`config.mk`:
```
export PLATFORM = sky130hd
export DESIGN_NAME = int2float_share_ctrl_flat
export DESIGN_NICKNAME = d
export VERILOG_FILES = /design/src/rtl/int2float_share_ctrl_if.sv /design/src/rtl/int2float_share_ctrl.sv /design/src/flat_wrapper.sv
export SDC_FILE = /design/constraint.sdc
export NUM_CORES = 1
export LEC_CHECK = 0
export ABC_AREA = 1
export CELL_PAD_IN_SITES_DETAIL_PLACEMENT = 1
export CELL_PAD_IN_SITES_GLOBAL_PLACEMENT = 2
export CORE_ASPECT_RATIO = 0.7
export CORE_MARGIN = 2
export CORE_UTILIZATION = 23
export CTS_CLUSTER_SIZE = 40
export DETAILED_ROUTE_END_ITERATION = 12
export HOLD_SLACK_MARGIN = 0.1
export PLACE_DENSITY = 0.87
export SETUP_SLACK_MARGIN = 0.05
export SLEW_MARGIN = 10
export SYNTH_ARGS = -nofsm -noshare
export SYNTH_HDL_FRONTEND = slang
export SYNTH_SLANG_ARGS = --single-unit
export TNS_END_PERCENT = 1
```
`constraint.sdc`:
```
create_clock -name clk -period 3.1 [get_ports clk]
set_clock_uncertainty 0.1 [all_clocks]
set_input_delay 0.775 -clock clk [delete_from_list [all_inputs] [get_ports clk]]
set_output_delay 0.775 -clock clk [all_outputs]
set_load 0.05 [all_outputs]
```
`src/rtl/int2float_share_ctrl_if.sv`:
```
// Handshake bundle between the requesting stages and the shared int-to-float controller:
// per-requester operand channels plus a single tagged response channel.
interface int2float_share_ctrl_if #(
    parameter int NUM_REQ = 4,
    parameter int ID_W    = 2,
    parameter int IN_W    = 11,
    parameter int OUT_W   = 7
);
    logic [NUM_REQ-1:0]      req_valid;
    logic [NUM_REQ*IN_W-1:0] req_data;
    logic [NUM_REQ-1:0]      req_ready;
    logic                    rsp_valid;
    logic [OUT_W-1:0]        rsp_data;
    logic [ID_W-1:0]         rsp_id;
    logic                    rsp_ready;

    modport master (
        output req_valid, req_data, rsp_ready,
        input  req_ready, rsp_valid, rsp_data, rsp_id
    );

    modport slave (
        input  req_valid, req_data, rsp_ready,
        output req_ready, rsp_valid, rsp_data, rsp_id
    );
endinterface

```
`src/rtl/int2float_share_ctrl.sv`:
```
// Round-robin sequencer sharing one combinational int-to-float converter among NUM_REQ
// requesters; operands are registered onto conv_x and results returned with the owner's ID.
module int2float_share_ctrl #(
    parameter int NUM_REQ = 4,
    parameter int ID_W    = 2,
    parameter int IN_W    = 11,
    parameter int OUT_W   = 7,
    parameter int CNT_W   = 16
) (
    input  logic                 clk,
    input  logic                 rst_n,
    int2float_share_ctrl_if.slave bus,
    output logic [IN_W-1:0]      conv_x,
    input  logic [OUT_W-1:0]     conv_y,
    output logic                 busy,
    output logic [CNT_W-1:0]     conv_cnt
);
    typedef enum logic [1:0] {
        IDLE = 2'd0,
        CONV = 2'd1,
        RESP = 2'd2
    } state_e;

    state_e            state_q, state_d;
    logic [ID_W-1:0]   rr_ptr_q, rr_ptr_d;
    logic [ID_W-1:0]   id_q, id_d;
    logic [IN_W-1:0]   op_q, op_d;
    logic              rsp_valid_q, rsp_valid_d;
    logic [OUT_W-1:0]  rsp_data_q, rsp_data_d;
    logic [ID_W-1:0]   rsp_id_q, rsp_id_d;
    logic [CNT_W-1:0]  cnt_q, cnt_d;
    logic              busy_q, busy_d;

    logic [ID_W-1:0]    grant_id_s;
    logic               grant_any_s;
    logic [ID_W:0]      idx_s;
    logic               slot_open_s;
    logic               accept_s;
    logic [NUM_REQ-1:0] req_ready_s;

    // Round-robin search: walk from the farthest candidate back so the one nearest rr_ptr wins.
    always_comb begin
        grant_id_s  = '0;
        grant_any_s = 1'b0;
        idx_s       = '0;
        for (int k = NUM_REQ - 1; k >= 0; k--) begin
            idx_s = {1'b0, rr_ptr_q} + (ID_W+1)'(k);
            if (idx_s >= (ID_W+1)'(NUM_REQ)) begin
                idx_s = idx_s - (ID_W+1)'(NUM_REQ);
            end else begin
                idx_s = idx_s;
            end
            if (bus.req_valid[idx_s[ID_W-1:0]]) begin
                grant_id_s  = idx_s[ID_W-1:0];
                grant_any_s = 1'b1;
            end else begin
                grant_id_s  = grant_id_s;
                grant_any_s = grant_any_s;
            end
        end
    end

    // Accept slot and one-hot ready; ready is gated by reset and never looks at req_data.
    always_comb begin
        slot_open_s = (state_q == IDLE) || ((state_q == RESP) && bus.rsp_ready);
        accept_s    = rst_n && slot_open_s && grant_any_s;
        if (accept_s) begin
            req_ready_s = NUM_REQ'(1'b1) << grant_id_s;
        end else begin
            req_ready_s = '0;
        end
    end

    // Next-state for the FSM and all datapath registers.
    always_comb begin
        state_d     = state_q;
        rr_ptr_d    = rr_ptr_q;
        id_d        = id_q;
        op_d        = op_q;
        rsp_valid_d = rsp_valid_q;
        rsp_data_d  = rsp_data_q;
        rsp_id_d    = rsp_id_q;
        cnt_d       = cnt_q;
        case (state_q)
            IDLE: begin
                state_d = IDLE;
            end
            CONV: begin
                rsp_data_d  = conv_y;
                rsp_id_d    = id_q;
                rsp_valid_d = 1'b1;
                state_d     = RESP;
            end
            RESP: begin
                if (bus.rsp_ready) begin
                    cnt_d       = cnt_q + CNT_W'(1'b1);
                    rsp_valid_d = 1'b0;
                    state_d     = IDLE;
                end else begin
                    state_d = RESP;
                end
            end
            default: begin
                state_d     = IDLE;
                rsp_valid_d = 1'b0;
            end
        endcase
        // An accept always launches a conversion, also when it coincides with a response handshake.
        if (accept_s) begin
            op_d    = bus.req_data[grant_id_s*IN_W +: IN_W];
            id_d    = grant_id_s;
            state_d = CONV;
            if (grant_id_s == ID_W'(NUM_REQ - 1)) begin
                rr_ptr_d = '0;
            end else begin
                rr_ptr_d = grant_id_s + ID_W'(1'b1);
            end
        end else begin
            rr_ptr_d = rr_ptr_d;
        end
        busy_d = (state_d != IDLE);
    end

    // State registers with synchronous active-low reset.
    always_ff @(posedge clk) begin
        if (!rst_n) begin
            state_q     <= IDLE;
            rr_ptr_q    <= '0;
            id_q        <= '0;
            op_q        <= '0;
            rsp_valid_q <= 1'b0;
            rsp_data_q  <= '0;
            rsp_id_q    <= '0;
            cnt_q       <= '0;
            busy_q      <= 1'b0;
        end else begin
            state_q     <= state_d;
            rr_ptr_q    <= rr_ptr_d;
            id_q        <= id_d;
            op_q        <= op_d;
            rsp_valid_q <= rsp_valid_d;
            rsp_data_q  <= rsp_data_d;
            rsp_id_q    <= rsp_id_d;
            cnt_q       <= cnt_d;
            busy_q      <= busy_d;
        end
    end

    assign bus.req_ready = req_ready_s;
    assign bus.rsp_valid = rsp_valid_q;
    assign bus.rsp_data  = rsp_data_q;
    assign bus.rsp_id    = rsp_id_q;
    assign conv_x        = op_q;
    assign busy          = busy_q;
    assign conv_cnt      = cnt_q;
endmodule

```
`src/flat_wrapper.sv`:
```
// flat-port wrapper written by rule: the top's interface ports become plain ports
module int2float_share_ctrl_flat 
#(
    parameter int NUM_REQ = 4,
    parameter int ID_W    = 2,
    parameter int IN_W    = 11,
    parameter int OUT_W   = 7,
    parameter int CNT_W   = 16
)
  (clk, rst_n, conv_x, conv_y, busy, conv_cnt, bus_req_valid, bus_req_data, bus_rsp_ready, bus_req_ready, bus_rsp_valid, bus_rsp_data, bus_rsp_id);
  int2float_share_ctrl_if #(.NUM_REQ(NUM_REQ), .ID_W(ID_W), .IN_W(IN_W), .OUT_W(OUT_W)) bus_i ();
  input  logic clk;
  input  logic rst_n;
  output logic [IN_W-1:0] conv_x;
  input  logic [OUT_W-1:0] conv_y;
  output logic busy;
  output logic [CNT_W-1:0] conv_cnt;
  input wire logic [$bits(bus_i.req_valid)-1:0] bus_req_valid;
  input wire logic [$bits(bus_i.req_data)-1:0] bus_req_data;
  input wire logic [$bits(bus_i.rsp_ready)-1:0] bus_rsp_ready;
  output wire logic [$bits(bus_i.req_ready)-1:0] bus_req_ready;
  output wire logic [$bits(bus_i.rsp_valid)-1:0] bus_rsp_valid;
  output wire logic [$bits(bus_i.rsp_data)-1:0] bus_rsp_data;
  output wire logic [$bits(bus_i.rsp_id)-1:0] bus_rsp_id;
  assign bus_i.req_valid = bus_req_valid;
  assign bus_i.req_data = bus_req_data;
  assign bus_i.rsp_ready = bus_rsp_ready;
  assign bus_req_ready = bus_i.req_ready;
  assign bus_rsp_valid = bus_i.rsp_valid;
  assign bus_rsp_data = bus_i.rsp_data;
  assign bus_rsp_id = bus_i.rsp_id;
  int2float_share_ctrl #(.NUM_REQ(NUM_REQ), .ID_W(ID_W), .IN_W(IN_W), .OUT_W(OUT_W), .CNT_W(CNT_W)) u_core (.clk(clk), .rst_n(rst_n), .bus(bus_i), .conv_x(conv_x), .conv_y(conv_y), .busy(busy), .conv_cnt(conv_cnt));
endmodule
```
==> summary.md <==
| Metric | Value |
|---|---|
| Outcome | `complete, no violations` |
| Clock Path Buffers | `2` |
| Largest cells by area after synthesis | `dfxtp_1 (37%), nand2_1 (15%), nand3_1 (13%)` |
| Clock slew at reported path FFs | `0.07 ns` |
| Post-DP HPWL | `approximately 6400 um` |
| Prevailing post-synth register cell | `dfxtp_1` |
| Mapped Nets | `427` |
| Hold bufs inserted after CTS | `0` |
| Die Y | `roughly 90 um` |
| Min Clock Period, post-route | `2.97 ns` |
| Mapped Area | `about 2400 um^2` |
| Maximum VDD drop | `about 320 uV` |
| CTS tree | `done` |
| Post-Place Cell Area | `~3600 um^2` |
| Vias in the first global route | `2838` |
| Fin. Hold Viols | `0` |
| Count leader, synth | `nand2_1` |
| Synthesis Warnings | `0` |
| CP max stage cell | `dlygate4sd2_1` |
| Largest net degree at the start of global routing | `23` |
| Worst hold-check slack | `~0.35 ns` |
| Top post-synthesis cells by count | `nand2_1 (97), nand3_1 (60), dfxtp_1 (44), inv_1 (44), nor2_1 (39)` |
| RSZ-0062 raised after global routing | `yes` |
| Setup tns final | `0 ns` |
| Fraction of layout cells with a size suffix above 1 | `0.148` |
| Layout area overhead | `65.1%` |
| Initial antenna violation count | `0` |
| Placement row count | `31` |
| I/O pins | `100` |
| Endpoints failing setup | `0` |
| TritonCTS Sinks | `44` |
| Pre-CTS setup slack | `-0.358 ns` |
| Fin nets | `approximately 540` |
| Leakage | `about 1.7 nW` |
| Core box area | `roughly 10000 um^2` |
| Overall via count from detail_route | `around 2.7k` |
| Synth top area share | `0.370` |
| WL/cell | `~13 um` |
| Port Buffers | `99` |
| Antenna Cells | `0` |
| Post-synth EDFFs | `0` |
| Htree depth | `2` |
| Syn Area/Cell | `roughly 6.5 um^2` |
| Post-route setup slack | `around 0.13 ns` |
| Worst-Margin Slew | `~0.55 ns` |
| Total power draw | `between 3 and 4 mW` |
| Clock buffer count from CTS | `5` |
| Cells after Synth | `365` |
| CP arrival | `2.10 ns` |
| Drt drc | `0` |
| Worst-Skew Late Latency | `between 0.2 and 0.3 ns` |
| Fin crit share | `0.958` |
| Final Core Density | `0.385` |
| Slew HR | `0.633` |
| Ys async rst share | `0` |
| Final WL | `between 8000 and 9000 um` |
| Overflow after GRT | `0` |
| Yosys cell types | `31` |
| Pre-antenna DRT Iters | `5` |
| Post-layout instance area | `slightly below 4000 um^2` |
| Worst-path cell chain | `dlygate4sd2_1, inv_2, o21ai_4, nand2_2, nand3_2, nand2_2, nand2_4, nand2_4, nor2_4, inv_2, nor2_2, buf_12` |
| GPL Wtd Cong | `approximately 0.85` |
| Worst EP required | `between 2 and 2.5 ns` |
| GRT Util Overall | `0.148` |
| Fmax | `between 0.3 and 0.4 GHz` |
| Initial drt markers | `about 120` |
| Die X-Extent | `about 130 um` |
| DP Cell Count | `about 600` |
| Drt via density | `4.41` |
| Global-route wire length before repair | `approximately 14000 um` |
| Sequential element share of the synthesized area | `0.370` |
| Post-route ant nets | `0` |
| Max Slew Vio Count | `0` |
| Pwr/cell area | `875 nW/um^2` |
| Cell taking the most area after synthesis | `dfxtp_1` |
| Final std cells w/o fill | `around 610` |
| Min-Delay Path Class | `flop to flop` |
| MaxCap Viol Count | `0` |
| CP endpoint kind | `primary output` |
| Max FO, Critical Path | `3` |
| Sum of buffers and inverters on the critical path | `4` |
| Worst path max stage delay | `0.24 ns` |
| Die area | `about 11000 um^2` |
| Yosys reg bits | `44` |
| Root Driver | `clkbuf_16` |
| WS Path Type | `primary input to primary output` |
| Startpoint Class | `primary input` |
| CP delay by family, top | `simple AND/OR/NAND/NOR gates` |
| Starting density of the core | `0.233` |
final cells by class:
cell class | count | area, um^2
inverter | 48 | 183
timing repair buffer | 121 | 1190
tap | 132 | 165
fill | 1246 | 6270
clock inverter | 2 | 38.8
multi-input combinational | 259 | 1320
clock buffer | 6 | 139
sequential | 44 | 885
worst min-delay path: stages (launching register included):
cell and delay (ns):
dfxtp_1 0.31, inv_1 0.05, a21oi_1 0.05
where the power goes:
group	leakage, nW	internal (mW)	switching [mW]	total, mW
combinational	1.28	0.758	1.26	2.02
sequential	0.362	0.689	0.0976	0.787
clock	0.0871	0.404	0.232	0.636
logic make-up (layout without fill, tap and decap cells):
group	after synthesis	count (layout)	share of synthesized area
simple gates	215	215	0.399
buf+inv	62	177	0.115
flops	44	44	0.370
compound gates	36	36	0.0805
fa+ha+maj	4	4	0.0210
xor+xnor	4	4	0.0147
layer usage:
metal	up-vias	global-route usage	part of all wire
met5	-	0	0
met4	0	0.0394	0.0067
li1	1382	-	-
met3	4	0.0353	0.040
met2	51	0.243	0.45
met1	1264	0.198	0.50
state kept, by name, indices dropped and copies added (netlist names):
name / cells
u_core.bus.rsp_data: 7
u_core.bus.rsp_id: 2
u_core.bus.rsp_valid: 1
u_core.busy: 1
u_core.conv_cnt: 16
u_core.conv_x: 11
u_core.id_q: 2
u_core.rr_ptr_q: 2
u_core.state_q: 2
worst paths after layout:
check | start | endpoint | slack, ns | cells after the start
min | u_core.bus.rsp_valid$_SDFFE_PN0P_ | u_core.bus.rsp_valid$_SDFFE_PN0P_ | 0.35 | 2
min reg2reg | u_core.bus.rsp_valid$_SDFFE_PN0P_ | u_core.bus.rsp_valid$_SDFFE_PN0P_ | 0.35 | 2
max reg2reg | u_core.state_q[0]$_SDFF_PN0_ | u_core.conv_cnt[13]$_SDFFE_PN0P_ | 0.90 | 13
max | bus_req_valid[1] | bus_req_ready[0] | 0.13 | 12
cells in the final DEF, fill, tap and decap left out, drive strengths merged:
cell           Yosys  routed
nor3b              2       2
dfxtp             44      44
bufinv             0       1
clkbuf             2       6
xor2               3       3
buf               12      26
o21ai             23      23
nand3             63      63
nand4              1       1
a21oi             10      10
xnor2              1       1
clkdlybuf4s50      0      91
ha                 4       4
nand3b             1       1
nor3               5       5
inv               46      46
nor2              42      42
clkdlybuf4s15      0       3
o21a               1       1
dlygate4sd2        0       1
a21o               1       1
o211ai             1       1
nand2            101     101
clkinv             2       3
what timing repair did:
action / 4_1_cts / 5_1_grt
pin swaps: 12 / 6
resized for setup: 26 / 16
setup endpoints to repair: 4 / 4
setup buffers: 5 / 1
Note: power is estimated with default switching activity, not from simulation.
